### config.mk
export PLATFORM = sky130hd
export DESIGN_NAME = bist_lfsr_tpg
export DESIGN_NICKNAME = d
export VERILOG_FILES = /design/src/rtl/bist_lfsr_tpg.sv
export SDC_FILE = /design/constraint.sdc
export NUM_CORES = 1
export LEC_CHECK = 0
export CORE_UTILIZATION = 45
export CTS_BUF_LIST = sky130_fd_sc_hd__clkbuf_16
export DETAILED_ROUTE_END_ITERATION = 8
export HOLD_SLACK_MARGIN = 0.06
export PLACE_DENSITY = 0.79
export SYNTH_ARGS = -nofsm -noshare
export SYNTH_HDL_FRONTEND = slang
export SYNTH_SLANG_ARGS = --single-unit
### constraint.sdc
create_clock -name CLK -period 3.9 [get_ports CLK]
set_input_delay 0.39 -clock CLK [delete_from_list [all_inputs] [get_ports CLK]]
set_output_delay 0.39 -clock CLK [all_outputs]
set_load 0.02 [all_outputs]
### src/rtl/bist_lfsr_tpg.sv
// BIST stimulus generator: Fibonacci LFSR sequenced by a pattern counter.
// Raises bist_end after N_PATTERNS vectors so that the downstream compactor freezes.
//
// state | meaning
// IDLE  | no run; all outputs at zero
// RUN   | one LFSR vector per cycle is presented to the CUT
// DONE  | run complete; last vector held, bist_end high
module bist_lfsr_tpg #(
  parameter int               WIDTH      = 8,
  parameter logic [WIDTH-1:0] TAPS       = 8'hB8,
  parameter int               N_PATTERNS = 200,
  parameter int               CW         = $clog2(N_PATTERNS + 1)
) (
  input  logic             CLK,
  input  logic             RST,
  input  logic             start,
  input  logic             abort,
  input  logic [WIDTH-1:0] seed,
  output logic [WIDTH-1:0] pattern,
  output logic             pattern_valid,
  output logic [CW-1:0]    pattern_cnt,
  output logic             bist_end,
  output logic             busy
);

  typedef enum logic [1:0] {
    S_IDLE = 2'd0,
    S_RUN  = 2'd1,
    S_DONE = 2'd2
  } state_t;

  localparam logic [CW-1:0] LAST_IDX = CW'(N_PATTERNS - 1);

  state_t           r_state;
  state_t           w_state_nxt;
  logic [WIDTH-1:0] r_lfsr;
  logic [WIDTH-1:0] w_lfsr_nxt;
  logic [CW-1:0]    r_cnt;
  logic [CW-1:0]    w_cnt_nxt;
  logic [WIDTH-1:0] w_seed;
  logic             w_fb;

  // An all-zero seed would lock the LFSR, so it is replaced by 1.
  assign w_seed = (seed == '0) ? WIDTH'(1) : seed;
  assign w_fb   = ^(r_lfsr & TAPS);

  always_ff @(posedge CLK) begin
    if (RST) begin
      r_state <= S_IDLE;
      r_lfsr  <= WIDTH'(1);
      r_cnt   <= '0;
    end else begin
      r_state <= w_state_nxt;
      r_lfsr  <= w_lfsr_nxt;
      r_cnt   <= w_cnt_nxt;
    end
  end

  always_comb begin
    w_state_nxt = r_state;
    w_lfsr_nxt  = r_lfsr;
    w_cnt_nxt   = r_cnt;
    case (r_state)
      S_IDLE, S_DONE: begin
        if (start) begin
          w_state_nxt = S_RUN;
          w_lfsr_nxt  = w_seed;
          w_cnt_nxt   = '0;
        end
      end
      S_RUN: begin
        if (r_cnt == LAST_IDX) begin
          w_state_nxt = S_DONE;
        end else begin
          w_lfsr_nxt = {r_lfsr[WIDTH-2:0], w_fb};
          w_cnt_nxt  = r_cnt + CW'(1);
        end
      end
      default: begin
        w_state_nxt = S_IDLE;
        w_cnt_nxt   = '0;
      end
    endcase
    if (abort) begin
      w_state_nxt = S_IDLE;
      w_cnt_nxt   = '0;
    end
  end

  // Outputs decode straight from flops; the LFSR holds the last vector in DONE.
  always_comb begin
    pattern       = '0;
    pattern_valid = 1'b0;
    pattern_cnt   = '0;
    bist_end      = 1'b0;
    busy          = 1'b0;
    case (r_state)
      S_RUN: begin
        pattern       = r_lfsr;
        pattern_valid = 1'b1;
        pattern_cnt   = r_cnt;
        busy          = 1'b1;
      end
      S_DONE: begin
        pattern     = r_lfsr;
        pattern_cnt = r_cnt;
        bist_end    = 1'b1;
      end
      default: ;
    endcase
  end

endmodule

==> results.py, run 1 <==
metrics = {
    "run_status": {
        "status": "finished, final reports clean",
    },
    "yosys": {
        "synthTopCellsByArea": "dfxtp_1 (32%), and2_1 (8.4%), mux2i_1 (7.2%)",
        "syn_area_per_cell_sq_um": 8.76,
        "yosys_most_used_dff": "dfxtp_1",
        "synthArstFlopShare_pct": 0,
        "synth_fp_nets": 145,
        "synth_top_cell_by_area": "dfxtp_1",
        "ys_types": 39,
        "synth_edf_count": 0,
        "syn_inst": 127,
        "synth_warnings": 0,
        "synth.cell_area_sq_mm": 0.00111,
        "ys_seq_area_share_pct": 32.4,
        "synth_top_area_share_pct": 32.4,
        "ys_seq_elements": 18,
    },
    "grt": {
        "overflow": 0,
        "grt_usage_pct": 20.9,
        "grt_most_used_layer": "met2",
        "antenna_found_initial": 0,
        "grt_use_met3_pct": 4.39,
        "grt_max_degree": 19,
        "grtUsageMet2_pct": 39.2,
        "grt_pass1_wl_microns": 4180,
        "grtUsageMet1_pct": 23.2,
        "grt_pass1_vias": 952,
    },
    "clock_network": {
        "cts_hold_buf": 0,
        "cts_tree": "done",
        "clock_latency_ns": 0.25,
        "root_buffer": "clkbuf_16",
        "clock_path_buffers": 2,
        "clock_sinks": 18,
        "clkTransAtPathRegs_ns": 0.05,
        "h-tree-depth": 1,
        "cts.repair.resized": 0,
        "post_cts.repair.setup_buffers": 0,
        "numCtsBuffers": 3,
    },
    "timing": {
        "max_slew_margin_pct": 50.7,
        "slew_violations": 0,
        "rsz0062_at_grt": "false",
        "finalHoldViolCount": 0,
        "tns_ns": 0,
        "period_needed_ns": 2.48,
        "period_share_pct": 63.6,
        "setup_viol": 0,
        "skew_ns": 0.00172,
        "tightest_slew_ns": 0.740,
        "max_freq_mhz": 403,
    },
    "worst_setup_path": {
        "cp.arrival_ns": 2.09,
        "path_cells": "inv_1 -> ha_1 -> and2_1 -> clkdlybuf4s50_1",
        "worstSetupPathType": "flip-flop to output pin",
        "slowest_delay_ns": 0.60,
        "endpoint_kind": "output pin",
        "crit_path_start_kind": "flip-flop",
        "cp_top_family": "buffers and inverters",
        "path_buf_inv": 2,
        "slowest_stage": "clkdlybuf4s50_1",
        "path_max_fanout": 16,
        "required_ns": 3.51,
    },
    "routing": {
        "wl_per_cell_microns": 13.7,
        "vias": 1014,
        "drtPass1Iterations": 4,
        "drc": 0,
        "routed_wl_microns": 2470,
        "ant_nets": 0,
        "first_iter_violations": 11,
        "vias_per_cell": 5.63,
    },
    "power_and_ir_drop": {
        "p_per_area_mw_per_mm2": 332,
        "max-vdd-ir-drop_v": 0.000225,
        "power.total_uw": 488,
        "leakagePower_nw": 0.535,
    },
    "placed_design": {
        "gp_congestion": 0.820,
        "dp_hpwl_microns": 1830,
        "portBuffers": 30,
        "dp_cells": 177,
    },
    "layout": {
        "layout_common_cells": "clkdlybuf4s50_1 (30), dfxtp_1 (18), nor2_1 (16)",
        "fin_nets": 172,
        "stdcell_count": 180,
        "fillers": 195,
        "final_common_cell": "clkdlybuf4s50_1",
        "area_growth_pct": 31.9,
        "antennaDiodeCount": 0,
        "drive_gt1_share_pct": 4.61,
    },
    "floorplanning": {
        "coreArea_sq_mm": 0.00228,
        "pin_count": 31,
        "start_util_pct": 48.9,
        "die_y_microns": 51.7,
        "die_w_microns": 51.7,
        "rows": 17,
        "die_area_sq_mm": 0.00267,
    },
    "min_path": {
        "hold_path.class": "flip-flop to flip-flop",
    },
    "run": {
        "drv_cap": 0,
    },
}
## cells by family (layout without fill, tap and decap cells)
group | count (synthesis) | after routing | synth area share [%]
buffers and inverters | 10 | 35 | 5.62
and+or+nand+nor | 53 | 53 | 26.4
AOI/OAI and AO/OA | 25 | 25 | 16.1
DFF | 18 | 18 | 32.4
adders and majority gates | 6 | 6 | 6.75
xor gates and xnor gates | 7 | 7 | 5.51
muxes | 8 | 8 | 7.20
## where the power goes
part,internal [mW],leakage (nW),switching (mW)
combinational,0.0405,0.351,0.0409
sequential,0.194,0.147,0.00963
clock,0.135,0.0370,0.0678
## metal layers
layer,up-vias,wire [microns]
met5,-,0
li1,503,-
met2,31,1260
met4,0,21
met1,477,1090
met3,3,97
## cells in the mapped netlist, drive strengths merged, types with 2 or more instances
cell    count
and2       16
dfxtp      18
buf         6
nor2       16
mux2i       8
nand3       3
ha          6
nand2       4
and3        2
clkbuf      2
inv         2
xnor2       3
a211oi      7
xor2        4
o21ai       6
or3         2
nand4       3
a21oi       3
## registers in the layout, summed over array words and instances (netlist names)
register,count
r_cnt,8
r_lfsr,8
r_state,2
## final cells by class
type	instances	area [sq um]	share of cell area (%)
clock buffer	3	75.1	5.12
inverter	2	7.51	0.512
multi-input combinational	99	689	47.0
sequential	18	360	24.6
tap	28	35.0	2.39
timing repair buffer	30	300	20.5
## metrics by stage
stage / hold slack [ns] / utilization, % / area [sq um] / worst slack, ns
2_1_floorplan: 0.470 / - / 1110 / 2.01
5_1_grt: 0.556 / 64.5 / 1470 / 1.30
3_5_place_dp: 0.523 / 61.2 / 1390 / 1.67
4_1_cts: 0.535 / 64.5 / 1470 / 1.39
3_3_place_gp: 0.503 / 61.2 / 1390 / 1.75
6_report: 0.528 / 64.5 / 1470 / 1.42
## worst paths after layout
check | from | to | slack [ns] | cells after the start
worst max-delay path | r_state[0]$_SDFFE_PP0P_ | pattern_cnt[4] | 1.42 | 4
worst max register to register | r_state[1]$_SDFFE_PP0P_ | r_lfsr[0]$_SDFFE_PP1P_ | 1.64 | 6
worst min-delay path | r_lfsr[7]$_SDFFE_PP0P_ | r_lfsr[7]$_SDFFE_PP0P_ | 0.53 | 2
worst min register to register | r_lfsr[7]$_SDFFE_PP0P_ | r_lfsr[7]$_SDFFE_PP0P_ | 0.53 | 2
## worst min-delay path: stages (launching register included)
cell and delay [ns]:
dfxtp_1 0.32, nor2_1 0.10, a211oi_1 0.05
Note: power is estimated with default switching activity, not from simulation.
==> run 2, diff against run 1 <==
- clock period: 3.9 -> 2.5 ns (I/O delays scaled with it)
==> run 2 against run 1 <==
  * Setup slack got worse by 1.2 ns
  * Non-clock buffer count rose by 1
  * Final cell count is 1.1% higher
  * Via count fell by 1.7%
  * Die area is the same
  * Combinational power up 56%
  * Critical path depth did not move
  * Clock power rose by 60%
  * Largest power group is now the clock network
==> results.py, run 2 (synthesis results as in run 1) <==
metrics = {
    "worst_setup_path": {
        "worstSetupPathType": "flip-flop to output pin",
        "crit_path_start_kind": "flip-flop",
        "endpoint_kind": "output pin",
        "path_max_fanout": 16,
        "cp.arrival_ns": 2.04,
        "required_ns": 2.25,
    },
    "routing": {
        "routed_wl_microns": 2480,
        "vias_per_cell": 5.48,
        "wl_per_cell_microns": 13.6,
        "ant_nets": 0,
        "drtPass1Iterations": 6,
        "vias": 997,
        "drc": 0,
        "first_iter_violations": 16,
    },
    "run": {
        "drv_cap": 0,
    },
    "timing": {
        "max_freq_mhz": 437,
        "max_slew_margin_pct": 63.6,
        "tightest_slew_ns": 0.543,
        "setup_viol": 0,
        "period_needed_ns": 2.29,
        "rsz0062_at_grt": "false",
        "tns_ns": 0,
        "slew_violations": 0,
        "finalHoldViolCount": 0,
        "period_share_pct": 91.5,
        "skew_ns": 0.00126,
    },
    "clock_network": {
        "h-tree-depth": 1,
        "clock_path_buffers": 2,
        "clock_sinks": 18,
        "clkTransAtPathRegs_ns": 0.05,
        "cts.repair.resized": 0,
        "clock_latency_ns": 0.25,
        "cts_hold_buf": 0,
        "numCtsBuffers": 3,
        "root_buffer": "clkbuf_16",
        "post_cts.repair.setup_buffers": 0,
        "cts_tree": "done",
    },
    "placed_design": {
        "placed_area_sq_mm": 0.00140,
        "dp_cells": 178,
        "gp_congestion": 0.796,
        "portBuffers": 30,
        "dp_hpwl_microns": 1850,
    },
    "layout": {
        "drive_gt1_share_pct": 5.19,
        "final_common_cell": "clkdlybuf4s50_1",
        "fin_nets": 173,
        "reg_top3": "r_cnt (8), r_lfsr (8), r_state (2)",
        "utilization_pct": 65.0,
        "antennaDiodeCount": 0,
        "fillers": 195,
        "fin_area_sq_mm": 0.00148,
        "area_growth_pct": 33.0,
        "layout_common_cells": "clkdlybuf4s50_1 (30), dfxtp_1 (18), nor2_1 (16)",
        "stdcell_count": 182,
    },
    "grt": {
        "antenna_found_initial": 0,
        "grt_max_degree": 17,
        "overflow": 0,
        "grt_pass1_wl_microns": 4280,
        "grt_pass1_vias": 984,
        "grt_usage_pct": 21.6,
    },
    "floorplanning": {
        "rows": 17,
        "die_w_microns": 51.7,
        "coreArea_sq_mm": 0.00228,
        "die_y_microns": 51.7,
        "pin_count": 31,
        "die_area_sq_mm": 0.00267,
        "start_util_pct": 48.9,
    },
    "power_and_ir_drop": {
        "p_clk_share_pct": 42.3,
        "power.total_uw": 767,
        "switchingPower_uw": 187,
        "leakagePower_nw": 0.542,
        "sw_frac_of_total_pct": 24.4,
        "pwr-share-comb_pct": 16.5,
        "p_per_area_mw_per_mm2": 518,
        "seqPwrFrac_pct": 41.2,
        "p_int_uw": 579,
        "max-vdd-ir-drop_v": 0.000363,
    },
    "min_path": {
        "hold_path.class": "flip-flop to flip-flop",
    },
    "run_status": {
        "status": "finished, final reports clean",
    },
}
## run 2: stage by stage
| stage | setup slack, ns | hold WS [ns] |
|---|---|---|
| 2_1_floorplan | 0.605 | 0.470 |
| 3_3_place_gp | 0.426 | 0.496 |
| 3_5_place_dp | 0.345 | 0.517 |
| 4_1_cts | 0.177 | 0.522 |
| 5_1_grt | 0.0618 | 0.549 |
| 6_report | 0.212 | 0.517 |
## run 2: final timing paths
| path | start | endpoint | slack, ns | cells after the start |
|---|---|---|---|---|
| max | r_state[0]$_SDFFE_PP0P_ | pattern_cnt[4] | 0.21 | 4 |
| min | r_lfsr[2]$_SDFFE_PP0P_ | r_lfsr[2]$_SDFFE_PP0P_ | 0.52 | 2 |
| max reg2reg | r_state[0]$_SDFFE_PP0P_ | r_lfsr[0]$_SDFFE_PP1P_ | 0.31 | 6 |
| min reg2reg | r_lfsr[2]$_SDFFE_PP0P_ | r_lfsr[2]$_SDFFE_PP0P_ | 0.52 | 2 |
## run 2: final cells by class
cell class	instances	area [sq um]	share of cell area, %
Clock buffer	3	75.1	5.08
Clock inverter	1	3.75	0.254
Inverter	2	7.51	0.508
Multi-Input combinational cell	99	689	46.6
Sequential cell	18	360	24.4
Tap cell	28	35.0	2.37
Timing Repair Buffer	31	308	20.8
## run 2: worst max-delay path, stage by stage (launching register included)
cell and delay, ns:
dfxtp_1 0.38, inv_1 0.08, ha_1 0.53, and2_1 0.19, clkdlybuf4s50_1 0.60
## run 2: per-layer routing
layer,global-route usage (%),share of wire [%]
met1,24.8,44
met2,38.7,51
met3,2.63,2.5
met4,11.3,2.2
met5,0,0
## run 2: power by group through the flow
| stage | logic (mW) | registers (mW) | clock network [mW] |
|---|---|---|---|
| 2_1_floorplan | 0.0906 | 0.319 | 0 |
| 3_3_place_gp | 0.123 | 0.323 | 0 |
| 3_5_place_dp | 0.127 | 0.323 | 0 |
| 4_1_cts | 0.128 | 0.317 | 0.330 |
| 5_1_grt | 0.139 | 0.319 | 0.343 |
| 6_report | 0.127 | 0.316 | 0.324 |
==> run 3, diff against run 2 <==
- RECOVER_POWER: not set -> 25
==> run 3 against run 2 <==
  * Clock power barely moved
  * Sequential cell count stayed put
  * Highest routed layer unchanged
  * Register-to-register slack is essentially flat
  * Largest cell class unchanged
  * Design area did not move
  * Setup slack got worse by 0.0026 ns
  * Utilization unchanged
  * Critical path type unchanged
  * Count of clock-buffer cells in the layout is the same
  * Largest power group unchanged
==> results.py, run 3 (synthesis results as in run 1) <==
metrics = {
    "run_status": {
        "status": "finished, final reports clean",
    },
    "clock_network": {
        "root_buffer": "clkbuf_16",
        "numCtsBuffers": 3,
        "clock_sinks": 18,
        "clock_latency_ns": 0.25,
        "post_cts.repair.setup_buffers": 0,
        "cts_hold_buf": 0,
        "clkTransAtPathRegs_ns": 0.05,
        "cts_tree": "done",
        "cts.repair.resized": 0,
        "clock_path_buffers": 2,
        "h-tree-depth": 1,
    },
    "grt": {
        "overflow": 0,
        "grt_pass1_vias": 984,
        "grt_max_degree": 17,
        "grt_pass1_wl_microns": 4280,
        "grt_usage_pct": 21.6,
        "antenna_found_initial": 0,
    },
    "worst_setup_path": {
        "required_ns": 2.25,
        "endpoint_kind": "output pin",
        "reg2reg_slack_ns": 0.32,
        "crit_path_start_kind": "flip-flop",
        "worstSetupPathType": "flip-flop to output pin",
        "timing.rr.end": "r_lfsr[0]$_SDFFE_PP1P_",
        "reg2reg_depth": 6,
        "slowest_delay_ns": 0.60,
        "r2r_start": "r_state[0]$_SDFFE_PP0P_",
        "slowest_stage": "clkdlybuf4s50_1",
        "cp.arrival_ns": 2.04,
        "path_cells": "inv_1 -> ha_1 -> and2_1 -> clkdlybuf4s50_1",
        "path_max_fanout": 16,
    },
    "placed_design": {
        "gp_congestion": 0.796,
        "dp_hpwl_microns": 1850,
        "portBuffers": 30,
        "placed_area_sq_mm": 0.00140,
    },
    "routing": {
        "routed_wl_microns": 2470,
        "wl_per_cell_microns": 13.6,
        "ant_nets": 0,
        "first_iter_violations": 17,
        "vias": 1001,
        "vias_per_cell": 5.50,
        "drtPass1Iterations": 4,
        "drc": 0,
    },
    "layout": {
        "reg_top3": "r_cnt (8), r_lfsr (8), r_state (2)",
        "fin_nets": 173,
        "fillers": 195,
        "area_growth_pct": 33.0,
        "final-seq-area_sq_um": 360,
        "utilization_pct": 65.0,
        "fin_area_sq_mm": 0.00148,
        "drive_gt1_share_pct": 4.55,
        "multiInputGateArea_sq_um": 689,
        "antennaDiodeCount": 0,
        "final_common_cell": "clkdlybuf4s50_1",
        "layout_common_cells": "clkdlybuf4s50_1 (29), dfxtp_1 (18), nor2_1 (16)",
    },
    "timing": {
        "period_share_pct": 91.6,
        "max_slew_margin_pct": 43.4,
        "tns_ns": 0,
        "rsz0062_at_grt": "false",
        "max_freq_mhz": 437,
        "setup_viol": 0,
        "slew_violations": 0,
        "tightest_slew_ns": 0.840,
        "period_needed_ns": 2.29,
        "skew_ns": 0.00136,
        "finalHoldViolCount": 0,
    },
    "floorplanning": {
        "rows": 17,
        "die_area_sq_mm": 0.00267,
        "die_w_microns": 51.7,
        "start_util_pct": 48.9,
        "pin_count": 31,
        "die_y_microns": 51.7,
        "coreArea_sq_mm": 0.00228,
    },
    "power_and_ir_drop": {
        "max-vdd-ir-drop_v": 0.000363,
        "power.total_uw": 765,
        "leakagePower_nw": 0.549,
        "p_per_area_mw_per_mm2": 517,
    },
    "min_path": {
        "holdPathStages": 2,
        "min_to": "r_lfsr[2]$_SDFFE_PP0P_",
        "worstHoldStart": "r_lfsr[2]$_SDFFE_PP0P_",
        "hold_path.class": "flip-flop to flip-flop",
    },
    "run": {
        "drv_cap": 0,
    },
}
==> run 3: worst max-delay path by stage <==
stage	cells after the start	endpoint	start
detailed placement	6	r_lfsr[0]$_SDFFE_PP1P_	r_state[0]$_SDFFE_PP0P_
CTS	4	pattern_cnt[4]	r_state[0]$_SDFFE_PP0P_
floorplan	7	r_lfsr[1]$_SDFFE_PP0P_	r_state[0]$_SDFFE_PP0P_
global placement	6	r_lfsr[0]$_SDFFE_PP1P_	r_state[0]$_SDFFE_PP0P_
finish	4	pattern_cnt[4]	r_state[0]$_SDFFE_PP0P_
global route	4	pattern[2]	r_state[0]$_SDFFE_PP0P_
==> run 3: final cells by class <==
cell class / count / share of cell area (%)
Multi-Input combinational cell: 99 / 46.6
Sequential cell: 18 / 24.4
Timing Repair Buffer: 31 / 20.8
Clock buffer: 3 / 5.08
Tap cell: 28 / 2.37
Inverter: 2 / 0.508
Clock inverter: 1 / 0.254
==> run 3: per-stage QoR <==
step / setup slack [ns] / hold WS (ns) / std cells
floorplan: 0.605 / 0.470 / 127
global placement: 0.426 / 0.496 / 178
detailed placement: 0.345 / 0.517 / 178
CTS: 0.177 / 0.522 / 182
global route: 0.0618 / 0.549 / 182
finish: 0.210 / 0.517 / 182
==> run 3: power breakdown <==
| group | switching (mW) | internal (mW) | total [mW] | leakage [nW] |
|---|---|---|---|---|
| registers | 0.0137 | 0.303 | 0.316 | 0.147 |
| clock network | 0.110 | 0.213 | 0.323 | 0.0385 |
| logic | 0.0625 | 0.0636 | 0.126 | 0.363 |
| total | 0.186 | 0.579 | 0.765 | 0.549 |
==> run 3: worst max-delay path: cells and delay by family, from the launching register on <==
| family | cells | cell delay [ns] |
|---|---|---|
| fa+ha+maj | 1 | 0.53 |
| buf+inv | 2 | 0.68 |
| flops | 1 | 0.38 |
| simple gates | 1 | 0.19 |
==> run 3: routing by layer <==
metal  vias up  global-route usage (%)  routed length [microns]
li1        504                       -                        -
met1       463                    24.8                     1050
met2        30                    38.7                     1290
met3         4                    2.63                       89
met4         0                    11.3                       42
met5         -                       0                        0
